--- src/rtl/gp_adder_pkg.sv ---
// ----------------------------------------------------------------------------
// gp_adder_pkg
// Shared types for the g/h/p adder slice.
//   GP_WIDTH    : default operand width of the adder (6 bits)
//   gph_vec_t   : per-bit generate / propagate / half-sum vectors
//   result_t    : resolved adder result {sum, cout}
// Optional build macro used by the slice: GP_OVF_EN (adds overflow output).
// ----------------------------------------------------------------------------
package gp_adder_pkg;

    localparam int GP_WIDTH = 6;

    typedef struct packed {
        logic [GP_WIDTH-1:0] g;
        logic [GP_WIDTH-1:0] p;
        logic [GP_WIDTH-1:0] h;
    } gph_vec_t;

    typedef struct packed {
        logic [GP_WIDTH-1:0] sum;
        logic                cout;
    } result_t;

endpackage

--- src/rtl/gp_group_lookahead.sv ---
// ----------------------------------------------------------------------------
// gp_group_lookahead
// Combinational group lookahead over a W-bit slice of g/p vectors.
// Ports:
//   g, p     in  [W-1:0]  per-bit generate / propagate of the group
//   c_in     in  1        carry into the lowest bit of the group
//   gg       out 1        group carry-out assuming carry-in 0
//   gp       out 1        group carry-out assuming carry-in 1
//   carries  out [W-1:0]  carries[i] = carry out of bit i given c_in
// Build macro: none (GP_OVF_EN affects only the top level).
// ----------------------------------------------------------------------------
module gp_group_lookahead #(
    parameter int W = 3
) (
    input  logic [W-1:0] g,
    input  logic [W-1:0] p,
    input  logic         c_in,
    output logic         gg,
    output logic         gp,
    output logic [W-1:0] carries
);

    logic c_zero;
    logic c_one;
    logic c_run;

    // Three carry chains evaluated side by side: forced 0, forced 1, real c_in.
    always_comb begin
        c_zero  = 1'b0;
        c_one   = 1'b1;
        c_run   = c_in;
        carries = '0;
        for (int i = 0; i < W; i++) begin
            c_zero     = g[i] | (p[i] & c_zero);
            c_one      = g[i] | (p[i] & c_one);
            c_run      = g[i] | (p[i] & c_run);
            carries[i] = c_run;
        end
        gg = c_zero;
        gp = c_one;
    end

endmodule

--- src/rtl/gp_carry_resolve.sv ---
// ----------------------------------------------------------------------------
// gp_carry_resolve
// Two-stage pipelined carry resolver for per-bit g/p/h vectors.
// Stage 1 resolves the low-group carries and the high-group carry-out for
// both possible carry-ins; stage 2 selects with c[LO_W] and forms the sum.
// Ports:
//   clk, rst_n            clock / asynchronous active-low reset
//   in_valid, in_ready    input handshake
//   g, p, h  [WIDTH-1:0]  per-bit generate, inclusive propagate, half-sum
//   cin                   carry into bit 0
//   out_valid, out_ready  output handshake
//   sum      [WIDTH-1:0]  resolved sum (registered)
//   cout                  carry out of bit WIDTH-1 (registered)
//   ovf                   two's-complement overflow, only with GP_OVF_EN
// Build macro: GP_OVF_EN adds the ovf output and its stage-2 register.
// ----------------------------------------------------------------------------
module gp_carry_resolve
    import gp_adder_pkg::*;
#(
    parameter int WIDTH = GP_WIDTH,
    parameter int LO_W  = WIDTH / 2
) (
    input  logic             clk,
    input  logic             rst_n,
    input  logic             in_valid,
    output logic             in_ready,
    input  logic [WIDTH-1:0] g,
    input  logic [WIDTH-1:0] p,
    input  logic [WIDTH-1:0] h,
    input  logic             cin,
    output logic             out_valid,
    input  logic             out_ready,
    output logic [WIDTH-1:0] sum,
    output logic             cout
`ifdef GP_OVF_EN
    ,
    output logic             ovf
`endif
);

    localparam int HI_W = WIDTH - LO_W;

    logic adv1;
    logic adv2;

    // Stage-1 combinational results
    logic            lo_gg;
    logic            lo_gp;
    logic [LO_W-1:0] lo_carries;
    logic            hi_gg;
    logic            hi_gp;
    logic [HI_W-1:0] hi1_carries;

    // Stage-1 registers
    logic             vld_p1;
    logic [WIDTH-1:0] h_p1;
    logic             cin_p1;
    logic [LO_W-1:0]  c_lo_p1;
    logic             gg_p1;
    logic             gp_p1;
    logic [HI_W-1:0]  g_hi_p1;
    logic [HI_W-1:0]  p_hi_p1;

    // Stage-2 combinational results
    logic             hi2_gg;
    logic             hi2_gp;
    logic [HI_W-1:0]  hi2_carries;
    logic [WIDTH:0]   c_all;
    logic [WIDTH-1:0] sum_d;
    logic             cout_d;

    // Stage-2 registers
    logic             vld_p2;
    logic [WIDTH-1:0] sum_p2;
    logic             cout_p2;

    logic unused_bits;

    assign adv2     = !vld_p2 | out_ready;
    assign adv1     = !vld_p1 | adv2;
    assign in_ready = adv1;

    gp_group_lookahead #(.W(LO_W)) u_lo (
        .g       (g[LO_W-1:0]),
        .p       (p[LO_W-1:0]),
        .c_in    (cin),
        .gg      (lo_gg),
        .gp      (lo_gp),
        .carries (lo_carries)
    );

    // High group is evaluated without its real carry-in; stage 2 picks gg/gp.
    gp_group_lookahead #(.W(HI_W)) u_hi (
        .g       (g[WIDTH-1:LO_W]),
        .p       (p[WIDTH-1:LO_W]),
        .c_in    (1'b0),
        .gg      (hi_gg),
        .gp      (hi_gp),
        .carries (hi1_carries)
    );

    // ---- stage 1 boundary ----
    always_ff @(posedge clk or negedge rst_n) begin
        if (!rst_n) begin
            vld_p1  <= 1'b0;
            h_p1    <= '0;
            cin_p1  <= 1'b0;
            c_lo_p1 <= '0;
            gg_p1   <= 1'b0;
            gp_p1   <= 1'b0;
            g_hi_p1 <= '0;
            p_hi_p1 <= '0;
        end else if (adv1) begin
            vld_p1  <= in_valid;
            h_p1    <= h;
            cin_p1  <= cin;
            c_lo_p1 <= lo_carries;
            gg_p1   <= hi_gg;
            gp_p1   <= hi_gp;
            g_hi_p1 <= g[WIDTH-1:LO_W];
            p_hi_p1 <= p[WIDTH-1:LO_W];
        end
    end

    // Internal high-group carries, now that c[LO_W] is known.
    gp_group_lookahead #(.W(HI_W)) u_hi_int (
        .g       (g_hi_p1),
        .p       (p_hi_p1),
        .c_in    (c_lo_p1[LO_W-1]),
        .gg      (hi2_gg),
        .gp      (hi2_gp),
        .carries (hi2_carries)
    );

    // c_all[i] is the carry into bit i; c_all[WIDTH] is the carry-out.
    assign c_all  = {hi2_carries, c_lo_p1, cin_p1};
    assign sum_d  = h_p1 ^ c_all[WIDTH-1:0];
    assign cout_d = c_lo_p1[LO_W-1] ? gp_p1 : gg_p1;

    // ---- stage 2 boundary ----
    always_ff @(posedge clk or negedge rst_n) begin
        if (!rst_n) begin
            vld_p2  <= 1'b0;
            sum_p2  <= '0;
            cout_p2 <= 1'b0;
        end else if (adv2) begin
            vld_p2  <= vld_p1;
            sum_p2  <= sum_d;
            cout_p2 <= cout_d;
        end
    end

`ifdef GP_OVF_EN
    logic ovf_p2;

    always_ff @(posedge clk or negedge rst_n) begin
        if (!rst_n) begin
            ovf_p2 <= 1'b0;
        end else if (adv2) begin
            ovf_p2 <= c_all[WIDTH] ^ c_all[WIDTH-1];
        end
    end

    assign ovf = ovf_p2;
`endif

    assign out_valid = vld_p2;
    assign sum       = sum_p2;
    assign cout      = cout_p2;

    // Lookahead outputs that this configuration does not consume.
    assign unused_bits = ^{lo_gg, lo_gp, hi1_carries, hi2_gg, hi2_gp, c_all[WIDTH]};

endmodule

--- config.mk ---
export PLATFORM = sky130hd
export DESIGN_NAME = gp_carry_resolve
export DESIGN_NICKNAME = d
export VERILOG_FILES = /design/src/rtl/gp_adder_pkg.sv /design/src/rtl/gp_group_lookahead.sv /design/src/rtl/gp_carry_resolve.sv
export SDC_FILE = /design/constraint.sdc
export NUM_CORES = 1
export LEC_CHECK = 0
export CORE_MARGIN = 8
export CORE_UTILIZATION = 47
export CTS_BUF_LIST = sky130_fd_sc_hd__clkbuf_4
export CTS_CLUSTER_SIZE = 40
export DETAILED_ROUTE_END_ITERATION = 10
export PLACE_DENSITY_LB_ADDON = 0.15
export SLEW_MARGIN = 20
export SYNTH_ARGS = -nofsm -noshare
export SYNTH_HDL_FRONTEND = slang
export SYNTH_SLANG_ARGS = --single-unit
--- constraint.sdc ---
create_clock -name clk -period 1.3 [get_ports clk]
set_input_delay 0.13 -clock clk [delete_from_list [all_inputs] [get_ports clk]]
set_output_delay 0.13 -clock clk [all_outputs]
set_load 0.01 [all_outputs]
# Word-level counts from Yosys, hierarchy flattened
# Cells that the tools add are included.
# W data, S select, Z words.
word_totals:
  ff_bits: 25
  latch_bits: 0
  ramBits: 0
  mem_bits_ro: 0
  out_inout_bits: 9
  memories: 0
classes:
  n_addsub: 0
  n_mul: 0
  div_mod_pow: 0
  order_cmp: 0
  eq_ne: 0
  shift: 0
  n_mux: 1
  bitwise: 22
  n_reduce_logical: 2
op_table:
  columns: ["cell", "n"]
  rows:
  - ["$or A1 B1 Y1", 12]
  - ["$and A1 B1 Y1", 9]
  - ["$xor A6 B6 Y6", 1]
  - ["$logic_not A1 Y1", 2]
  - ["$mux W1", 1]

# Logic depth before layout (Yosys ltp)
logic_depth:
  depth_word: 6
  ltp_mapped: 4
  mapped_depth_nobuf: 4

# Modules after synthesis
# From an unflattened synthesis, not the netlist that was laid out.
hier_totals:
  hier_cells: 100
  hier_area_um2: 1378.8
by_module_without_submodules:
  columns: ["mod", "n_inst", "cells_per_inst", "area_per_inst_um2", "seq_area_each_um2"]
  rows:
  - ["gp_carry_resolve", 1, 67, 1164.9, 675.6]
  - ["gp_group_lookahead", 3, 11, 71.3, 0.0]

# Worst setup path after synthesis
# No wires, ideal clock.
synth_path:
  kind: "register to register"
  start: "register vld_p2, in the netlist out_valid"
  end: "register c_lo_p1[1]"
  setup_time_ns: 0.128
  arrival_ns: 1.069
  t_required_ns: 1.172
  slack_ns: 0.103
  path_stages_with_launch: 4
  synth_period_minus_slack_ns: 1.197
  cell_sequence: "dfrtp_1 > nand3b_4 > buf_2 > mux2_1"
synth_via:
  elab_chain_len: 3
synth_rtl:
  columns: ["item", "line", "source"]
  rows:
  - ["start, declared", "gp_carry_resolve.sv:73", "logic vld_p2;"]
  - ["start signal, assigned", "gp_carry_resolve.sv:147", "vld_p2 <= vld_p1;"]
  - ["$logic_not A1 Y1", "gp_carry_resolve.sv:79", "assign adv2 = !vld_p2 | out_ready;"]
  - ["$or A1 B1 Y1", "gp_carry_resolve.sv:79", null]
  - ["$or A1 B1 Y1", "gp_carry_resolve.sv:80", "assign adv1 = !vld_p1 | adv2;"]
  - ["end signal, assigned", "gp_carry_resolve.sv:117", "c_lo_p1 <= lo_carries;"]
  - ["end, declared", "gp_carry_resolve.sv:58", "logic [LO_W-1:0] c_lo_p1;"]
# Every way passes these cells.
# A chain may end at the register's enable or synchronous reset.

# Worst setup path in the final report
layout_path:
  start: "register vld_p2, in the netlist out_valid"
  end: "register h_p1[3]"
layout_via:
  elab_chain_len: 3
layout_rtl:
  columns: ["item", "line", "source"]
  rows:
  - ["$logic_not A1 Y1", "gp_carry_resolve.sv:79", null]
  - ["$or A1 B1 Y1", "gp_carry_resolve.sv:79", null]
  - ["$or A1 B1 Y1", "gp_carry_resolve.sv:80", null]
  - ["end signal, assigned", "gp_carry_resolve.sv:115", "h_p1 <= h;"]
  - ["end, declared", "gp_carry_resolve.sv:56", "logic [WIDTH-1:0] h_p1;"]
# Every way passes these cells.

==> metrics.md <==
| Metric | Value |
|---|---|
| Power Density | 1160 nW/µm² |
| Reg2reg start | out_valid$_DFFE_PN0P_ |
| Critical Path Fanout Max | 11 |
| Via count of the routed design | 727 |
| Syn Area/Cell | 12.8 µm² |
| Via density per instance | 4.88 |
| Std-Cell Rows | 17 |
| Synthesized cell area | 1040 µm² |
| Fin. Hold Viols | 0 |
| TritonRoute pass-1 iters | 4 |
| Slew Limit Headroom | 79.2% |
| # fillers | 176 |
| Io pins | 32 |
| FF-to-FF End | h_p1[3]$_DFFE_PN0P_ |
| CP startpoint kind | flip-flop |
| Gpl congestion | 0.687 |
| Worst-Margin Slew | 0.312 ns |
| Post-synthesis net count | 104 |
| Total Power | 1.68 mW |
| # H-tree levels | 1 |
| Vias in the first global route | 838 |
| # clock sinks | 25 |
| Async set or reset register ratio after synthesis | 100% |
| Hold WS | 0.164 ns |
| WP data arrival | 1.45 ns |
| Non-filler cells, final | 149 |
| WL/cell | 14.0 µm |
| Post-synth EDFFs | 0 |
| Die area | 3960 µm² |
| Num CTS Buffers | 3 |
| Largest net degree at the start of global routing | 26 |
| # DRC | 0 |
| RSZ-0062 raised after global routing | false |
| CTS root buf | clkbuf_4 |
| CTS tree | yes |
| Top_reg_cell synth | dfrtp_1 |
| R2R setup slack | 0.05 ns |
| Slew Limit Fails | 0 |
| Die extent in x | 63.0 µm |
| Worst slack, placed | -0.105 ns |
| P&R area growth vs syn | 38.9% |
| R2r worst-path depth | 4 |
| CTS Hold Bufs | 0 |
| Achievable frequency | 801 MHz |
| Initial cell density of the core | 48.2% |
| Placed Cells | 144 |
| Initial antenna violation count | 0 |
| Worst Hold Class | input port to asynchronous set/reset pin |
| Yosys cell types | 16 |
| Max-capacitance violation count | 0 |
| Critical path capture point type | flip-flop |
| P_leak | 0.617 nW |
| Clock Latency Late Sink | 0.31 ns |
| Critical path launch point | out_valid$_DFFE_PN0P_ |
| Synth Instances | 81 |
| Total grt overflow | 0 |
| First-pass GRT wire length | 3.80 mm |
| Seq/Total Area, Yosys | 60.4% |
| #FFs+latches synth | 25 |
| Final Cycle Share | 96.0% |
| Layout net count | 145 |
| DR iter-0 viols | 18 |
| Setup crit end | h_p1[3]$_DFFE_PN0P_ |
| Clk buf depth | 2 |
| Finished Core Util | 67.0% |
| Layout cell share with drive strength beyond 1 | 13.2% |
| Worst Path Class, Setup | flip-flop to flip-flop |
| Final worst slack | 0.0514 ns |
| Run status | complete, no violations |
| Yosys warns | 0 |
| Worst-path clk slew | 0.13 ns |
| Die Y-Extent | 63.0 µm |
| CP Data Required Time | 1.50 ns |
| Post-route ant nets | 0 |
| Crit path time final | 1.25 ns |
| Core ar. | 2150 µm² |
| Estimated wirelength of the detail-placed design | 1.71 mm |
| ANT cells | 0 |
| Final Setup Violations | 0 |
| Detailed Route WL | 2.09 mm |
| Skew final | 0.00377 ns |
| Overall Global Routing Usage | 11.7% |
| Maximum VDD drop | 0.758 mV |
| # port buffers | 31 |
## state kept, by name, indices dropped and copies added (netlist names)
name       flops
c_lo_p1        3
h_p1           6
out_valid      1
vld_p1         1
sum            6
gp_p1          1
gg_p1          1
p_hi_p1        2
cout           1
cin_p1         1
g_hi_p1        2
## cell usage after synthesis, types with 2 or more instances
cell type / instances / area share (%)
dfrtp_1: 25 / 60
a21oi_1: 12 / 5.8
mux2_1: 12 / 13
nor2_1: 10 / 3.6
xnor2_1: 6 / 5.1
buf_2: 3 / 1.4
nand2b_1: 3 / 1.8
a21o_1: 2 / 1.4
## metal layers
| metal | vias to the layer above | wire [µm] | global-route usage [%] |
|---|---|---|---|
| li1 | 357 | - | - |
| met1 | 349 | 824 | 12.4 |
| met2 | 19 | 1130 | 20.4 |
| met3 | 2 | 119 | 4.12 |
| met4 | 0 | 14 | 5.13 |
| met5 | - | 0 | 0 |
## cells by family after synthesis
group	share of synthesized area, %
multiplexers	15.5
AND/OR/NAND/NOR	7.85
XOR/XNOR	5.07
AO/OA/AOI/OAI	9.42
buffers and inverters	1.81
flip-flops	60.4
## power by group
| part | switching [mW] | total [mW] | internal (mW) |
|---|---|---|---|
| Clock | 0.221 | 0.336 | 0.115 |
| Combinational | 0.164 | 0.400 | 0.236 |
| Sequential | 0.0587 | 0.940 | 0.882 |
| Total | 0.444 | 1.68 | 1.23 |
## repair_timing
item	CTS	global route
setup buffers	1	0
gates resized for setup	12	0
endpoints found under the setup margin	9	0
endpoints found under the hold margin	0	0
## worst max-delay path, stage by stage (launching register included)
cell	delay [ns]
dfrtp_1	0.40
buf_4	0.14
nand3b_4	0.07
buf_4	0.18
mux2_1	0.34
## worst min-delay path by stage
stage,to,slack [ns],cells past startpoint
final,h_p1[0]$_DFFE_PN0P_,0.16,2
after detailed placement,g_hi_p1[0]$_DFFE_PN0P_,0.48,1
after global placement,p_hi_p1[0]$_DFFE_PN0P_,0.47,1
after CTS,h_p1[0]$_DFFE_PN0P_,0.16,2
after floorplan,c_lo_p1[0]$_DFFE_PN0P_,-0.17,0
after global routing,h_p1[0]$_DFFE_PN0P_,0.16,2
## layout make-up
| type | count | area [µm²] | share of cell area [%] |
|---|---|---|---|
| clock inverters | 1 | 5.00 | 0.348 |
| multi-input cells | 52 | 392 | 27.2 |
| clock buffers | 3 | 22.5 | 1.57 |
| flip-flops and latches | 25 | 626 | 43.5 |
| inverters | 1 | 3.75 | 0.261 |
| well taps | 28 | 35.0 | 2.43 |
| repair buffers | 39 | 355 | 24.7 |
## stage by stage
stage	setup TNS (ns)	area, µm²
2_1_floorplan	0	1040
3_3_place_gp	-0.869	1420
3_5_place_dp	-0.992	1420
4_1_cts	0	1440
5_1_grt	0	1440
6_report	0	1440
## placed cells by master (no fill, tap or decap), types with 3 or more instances in the layout
| cell | count |
|---|---|
| nand2b_1 | 3 |
| dlygate4sd2_1 | 8 |
| dfrtp_1 | 25 |
| nor2_1 | 10 |
| xnor2_1 | 6 |
| a21oi_1 | 12 |
| buf_4 | 8 |
| clkbuf_4 | 3 |
| clkdlybuf4s50_1 | 22 |
| mux2_1 | 12 |
Power figures use the tool's default switching activity.
